--- config.mk ---
export PLATFORM = sky130hd
export DESIGN_NAME = beep_burst_gen
export DESIGN_NICKNAME = d
export VERILOG_FILES = /design/src/rtl/beep_pkg.sv /design/src/rtl/beep_tone_div.sv /design/src/rtl/beep_burst_gen.sv
export SDC_FILE = /design/constraint.sdc
export NUM_CORES = 1
export LEC_CHECK = 0
export BUFFER_PORTS_ARGS = -buffer_cell sky130_fd_sc_hd__buf_4
export CAP_MARGIN = 20
export CORE_ASPECT_RATIO = 0.6
export CORE_MARGIN = 4
export CORE_UTILIZATION = 25
export CTS_CLUSTER_SIZE = 8
export DETAILED_ROUTE_END_ITERATION = 10
export SETUP_SLACK_MARGIN = 0.5
export SLEW_MARGIN = 20
export SYNTH_ARGS = -nofsm -noshare
export SYNTH_HDL_FRONTEND = slang
export SYNTH_SLANG_ARGS = --single-unit
--- constraint.sdc ---
create_clock -name sys_clk -period 1.92 [get_ports sys_clk]
set_input_delay 0.288 -clock sys_clk [delete_from_list [all_inputs] [get_ports sys_clk]]
set_output_delay 0.288 -clock sys_clk [all_outputs]
set_load 0.01 [all_outputs]
--- src/rtl/beep_pkg.sv ---
// -----------------------------------------------------------------------------
// beep_pkg
// Shared definitions for the beep burst generator:
//   - beep_state_e : burst FSM states (IDLE / ON / OFF)
//   - ms_to_cyc    : clock cycles in a millisecond duration
//   - hz_to_half_cyc : clock cycles in half a tone period
//   - timer_width  : phase-timer width that covers the longer phase
// All arithmetic is 32-bit unsigned and truncating, so results match a
// straightforward integer evaluation of the same expressions.
// -----------------------------------------------------------------------------
package beep_pkg;

    typedef enum logic [1:0] {
        ST_IDLE = 2'd0,
        ST_ON   = 2'd1,
        ST_OFF  = 2'd2
    } beep_state_e;

    function automatic int unsigned ms_to_cyc(input int unsigned clk_freq,
                                              input int unsigned ms);
        return (clk_freq / 32'd1000) * ms;
    endfunction

    function automatic int unsigned hz_to_half_cyc(input int unsigned clk_freq,
                                                   input int unsigned hz);
        return clk_freq / (32'd2 * hz);
    endfunction

    // $clog2 of the longer phase; never narrower than one bit so that a
    // degenerate one-cycle phase still gets a legal vector.
    function automatic int unsigned timer_width(input int unsigned on_cyc,
                                                input int unsigned off_cyc);
        int unsigned longest;
        longest = (on_cyc > off_cyc) ? on_cyc : off_cyc;
        return (longest <= 32'd2) ? 32'd1 : $clog2(longest);
    endfunction

endpackage

--- src/rtl/beep_tone_div.sv ---
// -----------------------------------------------------------------------------
// beep_tone_div
// Square-wave tone generator for a passive buzzer. While en is high the
// registered output toggles every HALF_CYC clocks, starting high on the first
// enabled cycle. While en is low the divider is held at phase 0 and the output
// is 0, so every new enable restarts the tone from the same phase.
//
// Ports:
//   sys_clk  in  1  clock
//   sys_rst  in  1  synchronous active-high reset
//   en       in  1  run the divider; low restarts it from phase 0
//   tone     out 1  registered square wave
// -----------------------------------------------------------------------------
module beep_tone_div
    import beep_pkg::*;
#(
    parameter int unsigned HALF_CYC = 32'd9259
) (
    input  logic sys_clk,
    input  logic sys_rst,
    input  logic en,
    output logic tone
);

    localparam int unsigned HALF_EFF = (HALF_CYC < 32'd1) ? 32'd1 : HALF_CYC;
    localparam int unsigned DIV_W    = (HALF_EFF <= 32'd2) ? 32'd1 : $clog2(HALF_EFF);
    localparam logic [DIV_W-1:0] DIV_LAST = DIV_W'(HALF_EFF - 32'd1);

    logic [DIV_W-1:0] div_q, div_d;
    logic             run_q, run_d;
    logic             tone_q, tone_d;

    always_comb begin
        div_d  = div_q;
        run_d  = run_q;
        tone_d = tone_q;
        if (!en) begin
            div_d  = '0;
            run_d  = 1'b0;
            tone_d = 1'b0;
        end else if (!run_q) begin
            // first enabled cycle: start the half period high
            div_d  = '0;
            run_d  = 1'b1;
            tone_d = 1'b1;
        end else if (div_q == DIV_LAST) begin
            div_d  = '0;
            tone_d = ~tone_q;
        end else begin
            div_d  = div_q + 1'b1;
        end
    end

    always_ff @(posedge sys_clk) begin
        if (sys_rst) begin
            div_q  <= '0;
            run_q  <= 1'b0;
            tone_q <= 1'b0;
        end else begin
            div_q  <= div_d;
            run_q  <= run_d;
            tone_q <= tone_d;
        end
    end

    assign tone = tone_q;

endmodule

--- src/rtl/beep_burst_gen.sv ---
// -----------------------------------------------------------------------------
// beep_burst_gen
// Buzzer burst driver. A one-cycle start with a non-zero count launches
// `count` beeps of ON_MS each separated by OFF_MS gaps (no gap after the last
// beep). busy covers the whole burst, done pulses for one cycle right after
// the final ON cycle. Requests while busy, and zero-count requests, are
// dropped. All outputs are registered.
//
// Configuration macro: BEEP_PASSIVE_TONE_EN
//   defined   - passive buzzer: beep carries a TONE_HZ square wave during ON
//               (beep_tone_div instantiated)
//   undefined - active buzzer: beep is a steady 1 during ON
//
// Ports:
//   sys_clk  in  1      clock
//   sys_rst  in  1      synchronous active-high reset
//   start    in  1      one-cycle request pulse
//   count    in  CNT_W  number of beeps, sampled with start in IDLE
//   busy     out 1      burst in progress
//   done     out 1      one-cycle pulse at burst completion
//   beep     out 1      buzzer drive, 1 = sound
// -----------------------------------------------------------------------------
module beep_burst_gen
    import beep_pkg::*;
#(
    parameter int unsigned CLK_FREQ = 32'd50_000_000,
    parameter int unsigned TONE_HZ  = 32'd2_700,
    parameter int unsigned ON_MS    = 32'd100,
    parameter int unsigned OFF_MS   = 32'd100,
    parameter int unsigned CNT_W    = 32'd4
) (
    input  logic             sys_clk,
    input  logic             sys_rst,
    input  logic             start,
    input  logic [CNT_W-1:0] count,
    output logic             busy,
    output logic             done,
    output logic             beep
);

    localparam int unsigned ON_CYC  = ms_to_cyc(CLK_FREQ, ON_MS);
    localparam int unsigned OFF_CYC = ms_to_cyc(CLK_FREQ, OFF_MS);
    localparam int unsigned TMR_W   = timer_width(ON_CYC, OFF_CYC);

    localparam logic [TMR_W-1:0] ON_LAST  = TMR_W'(ON_CYC - 32'd1);
    localparam logic [TMR_W-1:0] OFF_LAST = TMR_W'(OFF_CYC - 32'd1);

    // Zero-length phases or a zero tone frequency would make the terminal
    // counts wrap; reject such configurations at elaboration.
    if (ON_CYC == 32'd0 || OFF_CYC == 32'd0 || TONE_HZ == 32'd0 || CNT_W == 32'd0)
    begin : g_param_check
        $error("beep_burst_gen: ON/OFF durations, TONE_HZ and CNT_W must be non-zero");
    end

    beep_state_e      state_q, state_d;
    logic [TMR_W-1:0] tmr_q, tmr_d;
    logic [CNT_W-1:0] remaining_q, remaining_d;
    logic             busy_q, busy_d;
    logic             done_q, done_d;

    always_comb begin
        state_d     = state_q;
        tmr_d       = tmr_q;
        remaining_d = remaining_q;
        busy_d      = busy_q;
        done_d      = 1'b0;
        unique case (state_q)
            ST_IDLE: begin
                if (start && (count != '0)) begin
                    remaining_d = count;
                    tmr_d       = '0;
                    state_d     = ST_ON;
                    busy_d      = 1'b1;
                end
            end
            ST_ON: begin
                if (tmr_q == ON_LAST) begin
                    // remaining is never 0 here, so the decrement cannot wrap
                    remaining_d = remaining_q - 1'b1;
                    tmr_d       = '0;
                    if (remaining_d == '0) begin
                        state_d = ST_IDLE;
                        busy_d  = 1'b0;
                        done_d  = 1'b1;
                    end else begin
                        state_d = ST_OFF;
                    end
                end else begin
                    tmr_d = tmr_q + 1'b1;
                end
            end
            ST_OFF: begin
                if (tmr_q == OFF_LAST) begin
                    tmr_d   = '0;
                    state_d = ST_ON;
                end else begin
                    tmr_d = tmr_q + 1'b1;
                end
            end
            default: begin
                state_d     = ST_IDLE;
                tmr_d       = '0;
                remaining_d = '0;
                busy_d      = 1'b0;
            end
        endcase
    end

    always_ff @(posedge sys_clk) begin
        if (sys_rst) begin
            state_q     <= ST_IDLE;
            tmr_q       <= '0;
            remaining_q <= '0;
            busy_q      <= 1'b0;
            done_q      <= 1'b0;
        end else begin
            state_q     <= state_d;
            tmr_q       <= tmr_d;
            remaining_q <= remaining_d;
            busy_q      <= busy_d;
            done_q      <= done_d;
        end
    end

    assign busy = busy_q;
    assign done = done_q;

`ifdef BEEP_PASSIVE_TONE_EN
    localparam int unsigned HALF_CYC = hz_to_half_cyc(CLK_FREQ, TONE_HZ);

    logic tone;

    // The divider runs on the next state so its registered output lines up
    // with the first ON cycle and drops on the same edge that leaves ON.
    beep_tone_div #(
        .HALF_CYC (HALF_CYC)
    ) u_tone_div (
        .sys_clk (sys_clk),
        .sys_rst (sys_rst),
        .en      (state_d == ST_ON),
        .tone    (tone)
    );

    assign beep = tone;
`else
    logic beep_q, beep_d;

    always_comb begin
        beep_d = (state_d == ST_ON);
    end

    always_ff @(posedge sys_clk) begin
        if (sys_rst) begin
            beep_q <= 1'b0;
        end else begin
            beep_q <= beep_d;
        end
    end

    assign beep = beep_q;
`endif

endmodule

==> flow_summary.toml, run 1 <==
[worst_hold_path]
holdPathStages = 2
hold_class = "input pin to register"

[drt]
vias = 1617
viasPerCell = 4.83
detail_route.wirelength_mm = 4.72
routedWlPerCell_um = 14.1
ant_nets = 0
drc = 0
first_pass_iters = 4
drt_iter0_drc = 74

[place]
port-buffer-count = 9
gp_congestion = 0.800
preCtsSetupSlack_ps = 141
placed_cell_area_mm2 = 0.00212
dpl.hpwl_mm = 3.13

[synthesis]
synth_area_mm2 = 0.00177
synthCells = 204
yosysWarnings = 0
syn_avg_cell_area_um2 = 8.68
yosysUniqueCellTypes = 47
synth.top_cells.by_count = "dfxtp_1, nor2_1, nand2_1"
synthTopCellsByArea = "dfxtp_1, xor2_1, nor2_1"
syn_nets = 218
synth_ff_type = "dfxtp_1"
synth.top_cell.area_share_pct = 36.2
synth_edf_count = 0
yosysTopAreaCell = "dfxtp_1"
synth-async-reset-ratio_pct = 0
yosysSeqAreaShare_pct = 36.2
ys_ff_latch = 32

[worst_setup_path]
path_class = "register to register"
path_max_fanout = 5
worst_setup_path_start_kind = "register"
cp.required_ps = 2100
cp.arrival_ps = 1960
end_kind = "register"
reg2regPathDepth = 7

[finish]
drive_gt1_share_pct = 45.2
area_delta_synth_final_pct = 49.0
nNetsFinal = 261
n_antenna_cell = 0
fillers = 652
finish.instance_area_mm2 = 0.00264

[pwr]
seqPwrFrac_pct = 38.5
power.density_mw_per_mm2 = 701
power.share.clock_pct = 43.9
p_leak_uw = 0.000941
sw_frac_of_total_pct = 26.9
p_int_uw = 1350
max-vdd-ir-drop_mv = 0.412
p_sw_uw = 498
comb_power_share_pct = 17.7

[cts]
hold_buffers = 0
root_buffer = "clkbuf_16"
cts_tree = "done"
path_clk_slew_ps = 50
cts_inserted_buffers = 5
htreeDepth = 2
clock_latency_ps = 290
clk_path_buf_depth = 2
cts_num_sinks = 32

[timing]
hold_viol = 0
slew_headroom_pct = 76.0
tightest_slew_ps = 357
period_share_pct = 92.6
period_minus_slack_ps = 1780
worst_hold_slack_ps = 297
finalSetupViolCount = 0
fin_setup_tns_ps = 0
rsz0062_at_grt = "yes"
worst_slack_ps = 142
finClkSkew_ps = 4.13
report.final.slew_viol_count = 0
fmax_ghz = 0.562

[floorplan]
start_util_pct = 26.2
die_area_mm2 = 0.00854
core.rowCount = 23
die_w_um = 117
core-area_mm2 = 0.00676
ios = 10
die_h_um = 73.2

[flow_run]
maxCapViolCount = 0

[grt]
grt_pass1_wl_mm = 7.57
antenna_found_initial = 0
grt_max_degree = 12
overflow = 0
grt_pass1_vias = 1487
grt.total_usage_pct = 11.7

[outcome]
status = "complete, no violations"
placed cells by master, fill, tap and decap left out, types with 3 or more instances in the layout:
cell | Yosys | routed
dfxtp_2 | 0 | 13
nor2_1 | 32 | 27
a211oi_2 | 0 | 3
xnor2_1 | 7 | 7
and3_1 | 3 | 3
dfxtp_1 | 32 | 17
inv_1 | 9 | 5
buf_4 | 0 | 32
nand3_1 | 9 | 8
xor2_1 | 15 | 15
nand4_1 | 6 | 6
inv_2 | 0 | 4
ha_4 | 0 | 3
buf_6 | 0 | 8
a21oi_4 | 0 | 3
clkbuf_16 | 0 | 5
a21oi_1 | 12 | 8
nand2_1 | 17 | 16
nor2_2 | 0 | 4
ha_1 | 7 | 4
area by class of cell:
cell class	instances	area, µm²	share of cell area, %
Clock buffer	6	139	5.26
Clock inverter	2	10.0	0.379
Inverter	9	33.8	1.28
Sequential cell	32	664	25.2
Timing Repair Buffer	42	370	14.0
Multi-Input combinational cell	157	1310	49.8
Tap cell	87	109	4.12
power by group through the flow:
stage | clock network [µW] | registers (µW) | logic, µW
after floorplan | 0 | 721 | 162
final | 811 | 712 | 327
after global routing | 858 | 715 | 353
after global placement | 0 | 721 | 232
after detailed placement | 0 | 722 | 232
after CTS | 829 | 709 | 295
what timing repair did:
action	4_1_cts	5_1_grt
resized for setup	44	15
gates cloned	2	0
setup endpoints to repair	32	32
pin swaps	19	5
buffers inserted	12	2
worst max-delay path, stage by stage (launching register included):
cell and delay, ps:
dfxtp_2 370, inv_2 60, ha_4 150, or2_4 240
o21ai_2 200, o211ai_1 120, a311o_1 320, a2111oi_2 210
through the flow:
| stage | power (µW) | util (%) | std cells |
|---|---|---|---|
| final | 1850 | 39.0 | 335 |
| after CTS | 1830 | 37.6 | 333 |
| after global routing | 1930 | 39.0 | 335 |
| after floorplan | 884 | - | 204 |
| after global placement | 953 | 31.4 | 311 |
| after detailed placement | 954 | 31.4 | 311 |
cell families (layout without fill, tap and decap cells):
family	count (synthesis)	count (layout)	synth area share (%)
fa+ha+maj	7	7	4.94
xor+xnor	22	22	10.9
compound gates	41	41	18.8
buf+inv	15	59	3.32
simple gates	87	87	25.9
flops	32	32	36.2
final timing paths:
path	start	to	slack [ps]
max reg2reg	remaining_q[0]$_SDFFE_PP0P_	beep$_SDFF_PP0_	140
max	remaining_q[0]$_SDFFE_PP0P_	beep$_SDFF_PP0_	140
min reg2reg	busy$_SDFFE_PP0P_	busy$_SDFFE_PP0P_	480
min	sys_rst	busy$_SDFFE_PP0P_	300
metal layers:
layer  up-vias  GRT usage [%]  part of all wire [%]
li1        812              -                     -
met1       756           17.5                    53
met2        39           14.7                    39
met3        10           3.73                   6.4
met4         0           5.73                   2.1
met5         -              0                     0
sequential cells by signal, summed over array words and instances, names as in the netlist:
signal / count
busy: 1
beep: 1
tmr_q: 23
state_q: 2
done: 1
remaining_q: 4
No activity file was read; power rests on OpenSTA's default activity.
==> run 2, diff against run 1 <==
- CORE_UTILIZATION: 25 -> 45
==> run 2 against run 1 <==
  * Utilization rose by 29 points
  * Via count is 1.2% higher
  * Combinational power rose by 7.0%
  * Worst setup slack better by 100 ps
  * Critical endpoint unchanged
  * Highest routed layer unchanged
==> flow_summary.toml, run 2 (synthesis results as in run 1) <==
[drt]
drt_iter0_drc = 112
detail_route.wirelength_mm = 4.59
met1_length_mm = 2.31
wl_met2_mm = 1.88
drc = 0
vias = 1637
ant_nets = 0
routedWlPerCell_um = 15.7
viasPerCell = 5.59
maxUsedRoutingLayer = "met4"
met3_length_um = 362
first_pass_iters = 4

[timing]
finClkSkew_ps = 6.61
fin_setup_tns_ps = 0
finalSetupViolCount = 0
report.final.slew_viol_count = 0
hold_viol = 0
period_minus_slack_ps = 1680
tightest_slew_ps = 370
rsz0062_at_grt = "yes"
period_share_pct = 87.4
worst_hold_slack_ps = 274
fmax_ghz = 0.596
slew_headroom_pct = 75.3

[cts]
clk_path_buf_depth = 2
hold_buffers = 0
cts_inserted_buffers = 5
clock_latency_ps = 280
root_buffer = "clkbuf_8"
path_clk_slew_ps = 60
htreeDepth = 2
cts_tree = "done"
cts_num_sinks = 32

[finish]
layout_common_cells = "buf_4, nor2_1, nand2_1, dfxtp_1, xor2_1"
post-route-util_pct = 67.6
final_common_cell = "buf_4"
n_antenna_cell = 0
area_delta_synth_final_pct = 42.1
drive_gt1_share_pct = 46.3
largest_registers = "tmr_q (23), remaining_q (4), state_q (2)"
top_register = "tmr_q"
largest_register_ffs = 23
nNetsFinal = 259

[pwr]
p_int_uw = 1150
seqPwrFrac_pct = 44.7
max-vdd-ir-drop_mv = 0.416
p_leak_uw = 0.000890
sw_frac_of_total_pct = 27.8
p_sw_uw = 442
power.density_mw_per_mm2 = 631
comb_power_share_pct = 22.1
power.share.clock_pct = 33.3

[floorplan]
die_h_um = 56.6
die_area_mm2 = 0.00504
core.rowCount = 17
ios = 10
start_util_pct = 47.6
die_w_um = 89.0
core-area_mm2 = 0.00372

[outcome]
status = "complete, no violations"

[worst_setup_path]
cp.arrival_ps = 1860
path_class = "register to register"
reg2reg_from = "remaining_q[0]$_SDFFE_PP0P_"
startpoint = "remaining_q[0]$_SDFFE_PP0P_"
end_kind = "register"
cp.required_ps = 2100
path_max_fanout = 5
worst_setup_path_start_kind = "register"

[grt]
grt_pass1_vias = 1598
grt_pass1_wl_mm = 7.67
grt_max_degree = 12
overflow = 0
grt.total_usage_pct = 19.5
antenna_found_initial = 0

[place]
gp_congestion = 0.874
dpl.hpwl_mm = 3.00
port-buffer-count = 9

[worst_hold_path]
hold_path.startpoint = "sys_rst"
hold_class = "input pin to register"

[flow_run]
maxCapViolCount = 0
[run 2: cell types whose count changed in the layout (fill, tap and decap cells not counted), moves of 3 or more]
cell / before / now
clkbuf_16: 5 / 0
nor2_2: 4 / 10
clkbuf_8: 1 / 6
nor2_1: 27 / 20
buf_6: 8 / 5
[run 2: cell type report]
type	count	area (µm²)
Tap cell	47	58.8
Fill cell	279	1200
Clock buffer	8	90.1
Sequential cell	32	671
Inverter	9	36.3
Timing Repair Buffer	40	359
Multi-Input combinational cell	157	1300
[run 2: path summary, 6_finish.rpt]
kind         slack, ps  cells after the start           endpoint
max                240                      7    beep$_SDFF_PP0_
min                270                      2  busy$_SDFFE_PP0P_
max reg2reg        240                      7    beep$_SDFF_PP0_
min reg2reg        470                      2  busy$_SDFFE_PP0P_
[run 2: worst max-delay path, stage by stage (launching register included)]
cell and delay (ps):
dfxtp_4 370, inv_4 40, ha_4 150, or2_4 250
o21ai_4 140, o211ai_1 100, a311o_1 320, a2111oi_2 200
[run 2: routing by layer]
layer,global-route usage (%),vias up
met1,29.4,773
li1,-,810
met3,6.89,4
met5,0,-
met4,3.61,0
met2,26.7,50
[run 2: power by group through the flow]
stage,sequential [µW],clock [µW],combinational [µW]
global route,712,578,377
floorplan,721,0,162
CTS,706,547,311
finish,709,529,350
global placement,722,0,230
detailed placement,723,0,233
[run 2: through the flow]
step	setup slack [ps]	instance area [µm²]	cells	power (µW)
after CTS	222	2410	292	1560
after global placement	140	2040	267	953
final	242	2520	293	1590
after detailed placement	107	2040	267	956
after floorplan	258	1850	204	884
after global routing	135	2520	293	1670
[run 2: timing repair]
item,in CTS,in global routing
setup endpoints to repair,32,32
setup buffers,16,1
cloned,1,0
pin swaps,14,9
resized for setup,37,27
==> run 3, diff against run 2 <==
- clock period: 1.92 -> 1.5 ns (I/O delays scaled with it)
==> run 3 against run 2 <==
  * The run now ends with setup timing left
  * Final area is 14% higher
  * Final cell count is 11% higher
  * Combinational power is 46% higher
  * Worst setup slack worse by 450 ps
  * Critical path type unchanged
  * Largest cell class unchanged
  * Largest power group unchanged
  * Highest routed layer unchanged
==> flow_summary.toml, run 3 (synthesis results as in run 1) <==
[outcome]
status = "finished with violations"
violations = "setup timing"

[worst_setup_path]
worst_setup_path_start_kind = "register"
path_cells = "inv_2 -> ha_4 -> or2_4 -> o21ai_4 -> o211ai_1 -> a311o_1 -> a2111oi_2"
crit_slowest_cell = "dfxtp_2"
path_max_fanout = 2
end_kind = "register"
path_class = "register to register"
cp.arrival_ps = 1900
max_stage_delay_ps = 340
cp.required_ps = 1690

[finish]
fillers = 234
largest_registers = "tmr_q (23), remaining_q (4), state_q (2)"
final_common_cell = "buf_4"
ff_latch_area_um2 = 667
n_antenna_cell = 0
multi_input_area_mm2 = 0.00139
post-route-util_pct = 76.8
nNetsFinal = 292
drive_gt1_share_pct = 55.9
layoutNonFillerInstCount = 326
largest_register_ffs = 23
layout_common_cells = "buf_4, nor2_1, dfxtp_1"
top_register = "tmr_q"
area_delta_synth_final_pct = 61.3
finish.instance_area_mm2 = 0.00286

[floorplan]
core.rowCount = 17
die_h_um = 56.6
die_area_mm2 = 0.00504
start_util_pct = 47.6
ios = 10
core-area_mm2 = 0.00372
die_w_um = 89.0

[cts]
cts_tree = "done"
cts_inserted_buffers = 5
path_clk_slew_ps = 70
root_buffer = "clkbuf_8"
htreeDepth = 2
clk_path_buf_depth = 2
cts_num_sinks = 32
clock_latency_ps = 290
hold_buffers = 0

[timing]
worst_slack_ps = -205
rsz0062_at_grt = "yes"
fmax_ghz = 0.586
hold_viol = 0
slew_headroom_pct = 73.1
period_minus_slack_ps = 1710
tightest_slew_ps = 404
period_share_pct = 114
report.final.slew_viol_count = 0
finClkSkew_ps = 7.69
finalSetupViolCount = 31

[grt]
antenna_found_initial = 0
grt.total_usage_pct = 20.5
grt_max_degree = 24
grt_pass1_wl_mm = 7.89
overflow = 0
grt_pass1_vias = 1667

[place]
gp_congestion = 0.849
port-buffer-count = 9
post-place-cells = 312
dpl.hpwl_mm = 3.43
preCtsSetupSlack_ps = -250
placed_cell_area_mm2 = 0.00242

[pwr]
max-vdd-ir-drop_mv = 0.507
total_power_uw = 2120
power.density_mw_per_mm2 = 741
p_leak_uw = 0.00109

[drt]
detail_route.wirelength_mm = 5.46
vias = 1796
drt_iter0_drc = 95
drc = 0
first_pass_iters = 4
ant_nets = 0
routedWlPerCell_um = 16.7
viasPerCell = 5.51

[worst_hold_path]
hold_class = "input pin to register"

[flow_run]
maxCapViolCount = 0
-- run 3: cell count changes in the layout (fill, tap and decap cells not counted), sizes merged --
cell | before | now
buf | 40 | 71
clkbuf | 8 | 10
-- run 3: worst paths after layout --
kind | slack [ps] | endpoint | cells past startpoint | start
max | -210 | beep$_SDFF_PP0_ | 7 | remaining_q[0]$_SDFFE_PP0P_
min | 210 | busy$_SDFFE_PP0P_ | 2 | sys_rst
max reg2reg | -210 | beep$_SDFF_PP0_ | 7 | remaining_q[0]$_SDFFE_PP0P_
min reg2reg | 470 | busy$_SDFFE_PP0P_ | 2 | busy$_SDFFE_PP0P_
-- run 3: metal layers --
| metal | part of all wire [%] | global-route usage [%] |
|---|---|---|
| met1 | 47 | 29.4 |
| met2 | 43 | 28.4 |
| met3 | 6.7 | 4.99 |
| met4 | 2.8 | 9.34 |
| met5 | 0 | 0 |
-- run 3: per-stage QoR --
step / TNS, ps / hold WS [ps]
after detailed placement: -3430 / 462
after global routing: -6930 / 198
after CTS: -4000 / 191
final: -4240 / 208
after floorplan: -1590 / 379
after global placement: -2870 / 456
-- run 3: timing repair --
action / CTS / global route
pin swaps: 13 / 13
endpoints found under the setup margin: 32 / 32
cloned: 0 / 3
resized for setup: 25 / 36
setup buffers: 2 / 1
-- run 3: layout make-up --
type	instances	area share, %
Multi-Input combinational cell	157	48.5
Sequential cell	32	23.3
Tap cell	47	2.06
Clock buffer	8	3.15
Timing Repair Buffer	73	21.8
Inverter	9	1.18
-- run 3: critical path, delay by kind of cell, from the launching register on --
family	cells	cell delay (ps)
AO/OA/AOI/OAI	4	820
adder cells (fa/ha/maj)	1	150
buffers and inverters	1	50
flip-flops	1	340
AND/OR/NAND/NOR	1	250
-- run 3: where the power goes --
| part | leakage, µW | switching [µW] | total (µW) | internal [µW] |
|---|---|---|---|---|
| clock | 0.0000455 | 335 | 709 | 374 |
| combinational | 0.000773 | 258 | 511 | 253 |
| sequential | 0.000267 | 22.8 | 897 | 875 |
